## config.mk

```make
export PLATFORM = sky130hd
export DESIGN_NAME = carry_lookahead_adder16_xor_enc32
export DESIGN_NICKNAME = d
export VERILOG_FILES = /design/src/rtl/carry_lookahead_adder16_xor_enc32_pkg.sv /design/src/rtl/carry_lookahead_adder16_xor_enc32_cla4.sv /design/src/rtl/carry_lookahead_adder16_xor_enc32.sv
export SDC_FILE = /design/constraint.sdc
export NUM_CORES = 1
export LEC_CHECK = 0
export BUFFER_PORTS_ARGS = -buffer_cell sky130_fd_sc_hd__buf_4
export CORE_MARGIN = 10
export CORE_UTILIZATION = 44
export DETAILED_ROUTE_END_ITERATION = 8
export PLACE_DENSITY_LB_ADDON = 0.2
export REMOVE_ABC_BUFFERS = 1
export SLEW_MARGIN = 20
export SYNTH_ARGS = -nofsm -noshare
export SYNTH_HDL_FRONTEND = slang
export SYNTH_SLANG_ARGS = --single-unit
```

## constraint.sdc

```tcl
create_clock -name clk_i -period 2.9 [get_ports clk_i]
set_input_delay 0.58 -clock clk_i [delete_from_list [all_inputs] [get_ports clk_i]]
set_output_delay 0.58 -clock clk_i [all_outputs]
set_load 0.03 [all_outputs]
```

## src/rtl/carry_lookahead_adder16_xor_enc32_pkg.sv

```systemverilog
`default_nettype none
// ============================================================================
//  Module      : carry_lookahead_adder16_xor_enc32_pkg
//  Description : Shared constants for the key-locked 16-bit two-level
//                carry-lookahead adder: default unlock key, datapath widths,
//                the key-bit-to-net mapping, and the key-gate helper.
//  Revision    : 1.0  initial release
// ============================================================================
package carry_lookahead_adder16_xor_enc32_pkg;

    // Unlocking key. Gate k is an XOR where bit k is 0, an XNOR where it is 1.
    localparam logic [31:0] c_KEY_CORRECT = 32'hF17B83DB;

    localparam int c_DATA_W = 16;
    localparam int c_KEY_W  = 32;
    localparam int c_RES_W  = 17;

    // Propagate bits that carry a key gate; the gating key bit index equals
    // the propagate bit index. Bits 2, 7 and 15 stay ungated because key
    // bits 2, 7 and 15 are spent on the sum-bit cascades instead.
    localparam logic [15:0] c_P_GATE_MASK = 16'h7F7B;

    // Generate bits g[0]..g[c_G_GATED_N-1] are gated by key bits starting here.
    localparam int c_G_KEY_BASE = 16;
    localparam int c_G_GATED_N  = 14;

    // Carry-out gate, applied after the lookahead logic.
    localparam int c_COUT_KEY = 31;

    // Two-gate cascades on sum bits; flipping both bits of a pair cancels.
    localparam int c_SUM2_KEY_A = 2;
    localparam int c_SUM2_KEY_B = 30;
    localparam int c_SUM7_KEY_A = 7;
    localparam int c_SUM7_KEY_B = 15;

    // Transparent when key_bit equals correct_bit, inverting otherwise.
    function automatic logic key_gate(input logic net_in,
                                      input logic key_bit,
                                      input logic correct_bit);
        return net_in ^ key_bit ^ correct_bit;
    endfunction

endpackage
`default_nettype wire

```

## src/rtl/carry_lookahead_adder16_xor_enc32_cla4.sv

```systemverilog
`default_nettype none
// ============================================================================
//  Module      : cla4_block
//  Description : 4-bit carry-lookahead group. Takes (possibly key-gated)
//                propagate/generate bits and a group carry-in; produces the
//                four in-group carries and the group propagate/generate.
//  Ports       : i_p[3:0], i_g[3:0] - bit propagate / generate
//                i_cin             - carry into bit 0 of the group
//                o_c[3:0]          - carries into bits 0..3 (o_c[0] = i_cin)
//                o_grp_p, o_grp_g  - group propagate / generate
//  Revision    : 1.0  initial release
// ============================================================================
module cla4_block (
    input  logic [3:0] i_p,
    input  logic [3:0] i_g,
    input  logic       i_cin,
    output logic [3:0] o_c,
    output logic       o_grp_p,
    output logic       o_grp_g
);

    assign o_c[0] = i_cin;
    assign o_c[1] = i_g[0] | (i_p[0] & i_cin);
    assign o_c[2] = i_g[1] | (i_p[1] & i_g[0]) | (i_p[1] & i_p[0] & i_cin);
    assign o_c[3] = i_g[2] | (i_p[2] & i_g[1]) | (i_p[2] & i_p[1] & i_g[0])
                  | (i_p[2] & i_p[1] & i_p[0] & i_cin);

    assign o_grp_p = &i_p;
    assign o_grp_g = i_g[3] | (i_p[3] & i_g[2]) | (i_p[3] & i_p[2] & i_g[1])
                   | (i_p[3] & i_p[2] & i_p[1] & i_g[0]);

endmodule
`default_nettype wire

```

## src/rtl/carry_lookahead_adder16_xor_enc32.sv

```systemverilog
`default_nettype none
// ============================================================================
//  Module      : carry_lookahead_adder16_xor_enc32
//  Description : Key-locked 16-bit adder with two-level carry lookahead and
//                a registered 17-bit result. With the correct key the result
//                is add1_i + add2_i one clock later; any other key yields the
//                deterministic value of the gated netlist.
//  Ports       : clk_i     - clock, rising edge
//                rst_i     - synchronous active-high reset, clears result_o
//                add1_i    - addend A (unsigned, 16 bits)
//                add2_i    - addend B (unsigned, 16 bits)
//                keyinput  - applied key (32 bits), sampled every cycle
//                result_o  - registered {carry_out, sum[15:0]}
//  Revision    : 1.0  initial release
// ============================================================================
module carry_lookahead_adder16_xor_enc32
    import carry_lookahead_adder16_xor_enc32_pkg::*;
#(
    parameter logic [31:0] KEY_CORRECT = c_KEY_CORRECT
) (
    input  logic                clk_i,
    input  logic                rst_i,
    input  logic [c_DATA_W-1:0] add1_i,
    input  logic [c_DATA_W-1:0] add2_i,
    input  logic [c_KEY_W-1:0]  keyinput,
    output logic [c_RES_W-1:0]  result_o
);

    logic [c_DATA_W-1:0] w_p_raw;
    logic [c_DATA_W-1:0] w_g_raw;
    logic [c_DATA_W-1:0] w_p;
    logic [c_DATA_W-1:0] w_g;
    logic [c_DATA_W-1:0] w_c;
    logic [3:0]          w_grp_p;
    logic [3:0]          w_grp_g;
    logic [3:0]          w_grp_cin;
    logic                w_cout;
    logic                w_cout_gated;
    logic [c_DATA_W-1:0] w_sum_raw;
    logic [c_DATA_W-1:0] w_sum;
    logic                w_sum2_mid;
    logic                w_sum7_mid;
    logic [c_RES_W-1:0]  r_result;

    assign w_p_raw = add1_i ^ add2_i;
    assign w_g_raw = add1_i & add2_i;

    // Gated propagate feeds both the lookahead network and the sum XOR.
    generate
        for (genvar i = 0; i < c_DATA_W; i++) begin : g_p_gate
            if (c_P_GATE_MASK[i]) begin : g_gated
                assign w_p[i] = key_gate(w_p_raw[i], keyinput[i], KEY_CORRECT[i]);
            end else begin : g_pass
                assign w_p[i] = w_p_raw[i];
            end
        end

        for (genvar i = 0; i < c_DATA_W; i++) begin : g_g_gate
            if (i < c_G_GATED_N) begin : g_gated
                assign w_g[i] = key_gate(w_g_raw[i],
                                         keyinput[c_G_KEY_BASE + i],
                                         KEY_CORRECT[c_G_KEY_BASE + i]);
            end else begin : g_pass
                assign w_g[i] = w_g_raw[i];
            end
        end

        for (genvar j = 0; j < 4; j++) begin : g_grp
            cla4_block u_cla4 (
                .i_p     (w_p[4*j +: 4]),
                .i_g     (w_g[4*j +: 4]),
                .i_cin   (w_grp_cin[j]),
                .o_c     (w_c[4*j +: 4]),
                .o_grp_p (w_grp_p[j]),
                .o_grp_g (w_grp_g[j])
            );
        end
    endgenerate

    // Second-level lookahead: group carries from group P/G, carry-in is 0.
    assign w_grp_cin[0] = 1'b0;
    assign w_grp_cin[1] = w_grp_g[0] | (w_grp_p[0] & w_grp_cin[0]);
    assign w_grp_cin[2] = w_grp_g[1] | (w_grp_p[1] & w_grp_g[0])
                        | (w_grp_p[1] & w_grp_p[0] & w_grp_cin[0]);
    assign w_grp_cin[3] = w_grp_g[2] | (w_grp_p[2] & w_grp_g[1])
                        | (w_grp_p[2] & w_grp_p[1] & w_grp_g[0])
                        | (w_grp_p[2] & w_grp_p[1] & w_grp_p[0] & w_grp_cin[0]);
    assign w_cout       = w_grp_g[3] | (w_grp_p[3] & w_grp_g[2])
                        | (w_grp_p[3] & w_grp_p[2] & w_grp_g[1])
                        | (w_grp_p[3] & w_grp_p[2] & w_grp_p[1] & w_grp_g[0])
                        | (w_grp_p[3] & w_grp_p[2] & w_grp_p[1] & w_grp_p[0]
                           & w_grp_cin[0]);

    assign w_cout_gated = key_gate(w_cout, keyinput[c_COUT_KEY], KEY_CORRECT[c_COUT_KEY]);

    assign w_sum_raw = w_p ^ w_c;

    // Cascaded gate pairs on sum bits 2 and 7.
    assign w_sum2_mid = key_gate(w_sum_raw[2], keyinput[c_SUM2_KEY_A], KEY_CORRECT[c_SUM2_KEY_A]);
    assign w_sum7_mid = key_gate(w_sum_raw[7], keyinput[c_SUM7_KEY_A], KEY_CORRECT[c_SUM7_KEY_A]);

    always_comb begin
        w_sum    = w_sum_raw;
        w_sum[2] = key_gate(w_sum2_mid, keyinput[c_SUM2_KEY_B], KEY_CORRECT[c_SUM2_KEY_B]);
        w_sum[7] = key_gate(w_sum7_mid, keyinput[c_SUM7_KEY_B], KEY_CORRECT[c_SUM7_KEY_B]);
    end

    // Output register is the only storage in the block.
    always_ff @(posedge clk_i) begin
        if (rst_i) begin
            r_result <= '0;
        end else begin
            r_result <= {w_cout_gated, w_sum};
        end
    end

    assign result_o = r_result;

endmodule
`default_nettype wire

```

==> results.toml <==
[worst_setup_path]
cp-start-kind = "input pin"
cp-end-kind = "flip-flop"
cp.arrival_ns = 2.52
cp.buffers_inverters = 1
path_cells = "buf_4 -> ha_1 -> xor2_2 -> a211oi_1 -> o21ai_1 -> a31oi_4 -> o21bai_4 -> ha_1 -> nand2b_1 -> xnor2_1 -> nor2_1"
cpLargestDelayFamily = "compound AO/OA/AOI/OAI gates"
cp_max_fo = 5
criticalPathCategory = "in2reg"
critPathMostFrequentCell = "ha_1"
required_ns = 3.08
slowest_delay_ns = 0.31
crit_path_top_delay_cell = "ha_1"

[finish]
syn_to_final_growth_pct = 48.89
utilization = 0.6877
finalNonFillerCells = 276
drive_gt1_frac = 0.4095
final_nets = 319
stdcell_area_um2 = 2100
n_antenna_cell = 0
largest_reg_flops = 17
layout_commonest_cell = "buf_4"
fillers = 259
final_cell_mix = "buf_4, xnor2_1, ha_1, nor2_1, dfxtp_1"

[drt]
vias = 1333
drtAntennaViolNets = 0
dr.pass1.iters = 4
viasPerCell = 4.830
post-route-drc-count = 0
wl_um = 3973
drtIter0Drc = 34
wl_per_cell_um = 14.39

[die]
die_w_um = 76.61
die-area_um2 = 5869
fp-row-count = 20
ioPinCount = 83
dieHeight_um = 76.61
initial_core_util = 0.4619
core_um2 = 3053

[power]
switchingPower_mw = 0.3600
combPwrFrac = 0.548
ir_drop_uv = 188.3
p_sw_frac = 0.3857
p_int_mw = 0.5735
clkPwrFrac = 0.141
power_density_nw_per_um2 = 444.6
leakage_nw = 1.012
seqPwrFrac = 0.311

[grt]
top_usage_layer = "met2"
grt_pass1_vias = 1451
grt_overflow_total = 0
grt_pass1_wl_um = 6541
grt_max_degree = 23
met3_usage = 0.02830
grtUsageMet2 = 0.2517
antenna_found_initial = 0
track_usage = 0.1327
use_met1 = 0.1371

[placement]
dp_slack_ns = 0.2677
port_buffers = 82
globalplace.congestion = 0.7793
dp_hpwl_um = 3514
numPlacedInstances = 272
place_area_um2 = 2073

[timing]
setup_tns_ns = 0
post-route-min-period_ns = 2.343
final-hold-violation-count = 0
worst_pin_slew_ns = 0.3558
max_freq_mhz = 426.7
maxSlewViolCount = 0
rsz0062_at_grt = "no"
max_slew_margin = 0.7603
setup_ws_ns = 0.5567
final-setup-viol-count = 0
timing.final.crit_share = 0.8080

[clock_network]
htree_levels = 1
cts_tree = "built"
cts_sinks = 17
post_cts_buffers = 0
cts_resized = 0
cts_root_buffer = "clkbuf_4"
ctsHoldBuffers = 0
clk_pin_slew_worst_paths_ns = 0.11
numCtsBuffers = 3
clk_path_buf_depth = 2

[yosys]
ys_ff_latch = 17
syn_area_per_cell_um2 = 9.528
synth_seq_area_share = 0.2413
synthCells = 148
synth_cell_types = 38
syn-cell-area_um2 = 1410
synth_warnings = 0

[status]
status = "complete, no violations"

[worst_hold_path]
hp-class = "in2reg"

[job]
max_cap_violations = 0
[final timing paths]
kind              cells past startpoint          from            to  slack (ns)
setup / recovery                     11     add1_i[5]  result_o[13]        0.56
hold / removal                        3  keyinput[31]  result_o[16]        0.53
[tightest hold or removal path: cells and delay by family]
family / cells / cell delay (ns)
buf+inv: 1 / 0.08
simple gates: 1 / 0.08
xor+xnor: 1 / 0.06
[per-stage QoR]
stage	power (mW)	hold slack (ns)
floorplan	0.6198	0.6516
detailed placement	0.8098	0.8453
global route	1.001	0.5404
global placement	0.7937	0.8140
CTS	0.9420	0.5401
finish	0.9335	0.5347
[cell families (layout without fill, tap and decap cells)]
logic type	count (synthesis)	after routing	share of synthesized area
xor gates and xnor gates	43	43	0.2777
and+or+nand+nor	40	40	0.1304
AOI/OAI and AO/OA	23	23	0.1464
adders and majority gates	20	20	0.1775
DFF	17	17	0.2414
buffers and inverters	3	87	0.007978
muxes	2	2	0.01863
[per-layer routing]
layer | share of wire | vias to the layer above
met1 | 0.40 | 600
met5 | 0 | -
met2 | 0.54 | 53
li1 | - | 674
met3 | 0.043 | 6
met4 | 0.017 | 0
[Yosys cell counts]
cell type | instances | share of area
a211o_1 | 2 | 0.012
a211oi_1 | 1 | 0.0053
a211oi_2 | 1 | 0.0089
a21o_1 | 2 | 0.011
a21o_2 | 1 | 0.0062
a21oi_1 | 2 | 0.0071
a21oi_2 | 1 | 0.0062
a221o_1 | 1 | 0.0071
a221oi_1 | 1 | 0.0062
a31oi_2 | 1 | 0.0089
a31oi_4 | 1 | 0.015
and2_1 | 1 | 0.0044
buf_1 | 1 | 0.0027
clkbuf_1 | 1 | 0.0027
dfxtp_1 | 17 | 0.24
ha_1 | 20 | 0.18
inv_1 | 1 | 0.0027
mux2_1 | 1 | 0.0080
mux2_4 | 1 | 0.011
nand2_1 | 6 | 0.016
nand2b_1 | 2 | 0.0089
nand3_1 | 2 | 0.0071
nor2_1 | 18 | 0.048
nor2b_1 | 5 | 0.022
nor3_1 | 4 | 0.014
nor3b_1 | 1 | 0.0053
nor4_1 | 1 | 0.0044
o211ai_2 | 1 | 0.0089
o21a_1 | 1 | 0.0053
o21ai_0 | 2 | 0.0071
o21ai_1 | 2 | 0.0071
o21bai_1 | 1 | 0.0053
o21bai_4 | 1 | 0.013
o31ai_1 | 1 | 0.0053
xnor2_1 | 25 | 0.16
xnor2_2 | 1 | 0.012
xor2_1 | 16 | 0.099
xor2_2 | 1 | 0.012
[area by class of cell]
class / count / area [um^2] / share of cell area
multi-input cells: 128 / 1059 / 0.5042
inverters: 1 / 3.754 / 0.001788
repair buffers: 82 / 615.6 / 0.2932
flip-flops and latches: 17 / 340.3 / 0.1621
well taps: 44 / 55.05 / 0.02622
clock buffers: 4 / 26.28 / 0.01251
[power groups by stage]
stage	Combinational, mW	Sequential [mW]	Clock, mW
CTS	0.517	0.290	0.135
finish	0.512	0.290	0.132
detailed placement	0.514	0.296	0
global placement	0.501	0.293	0
floorplan	0.240	0.380	0
global route	0.559	0.294	0.149
(Power assumes the default switching activity.)
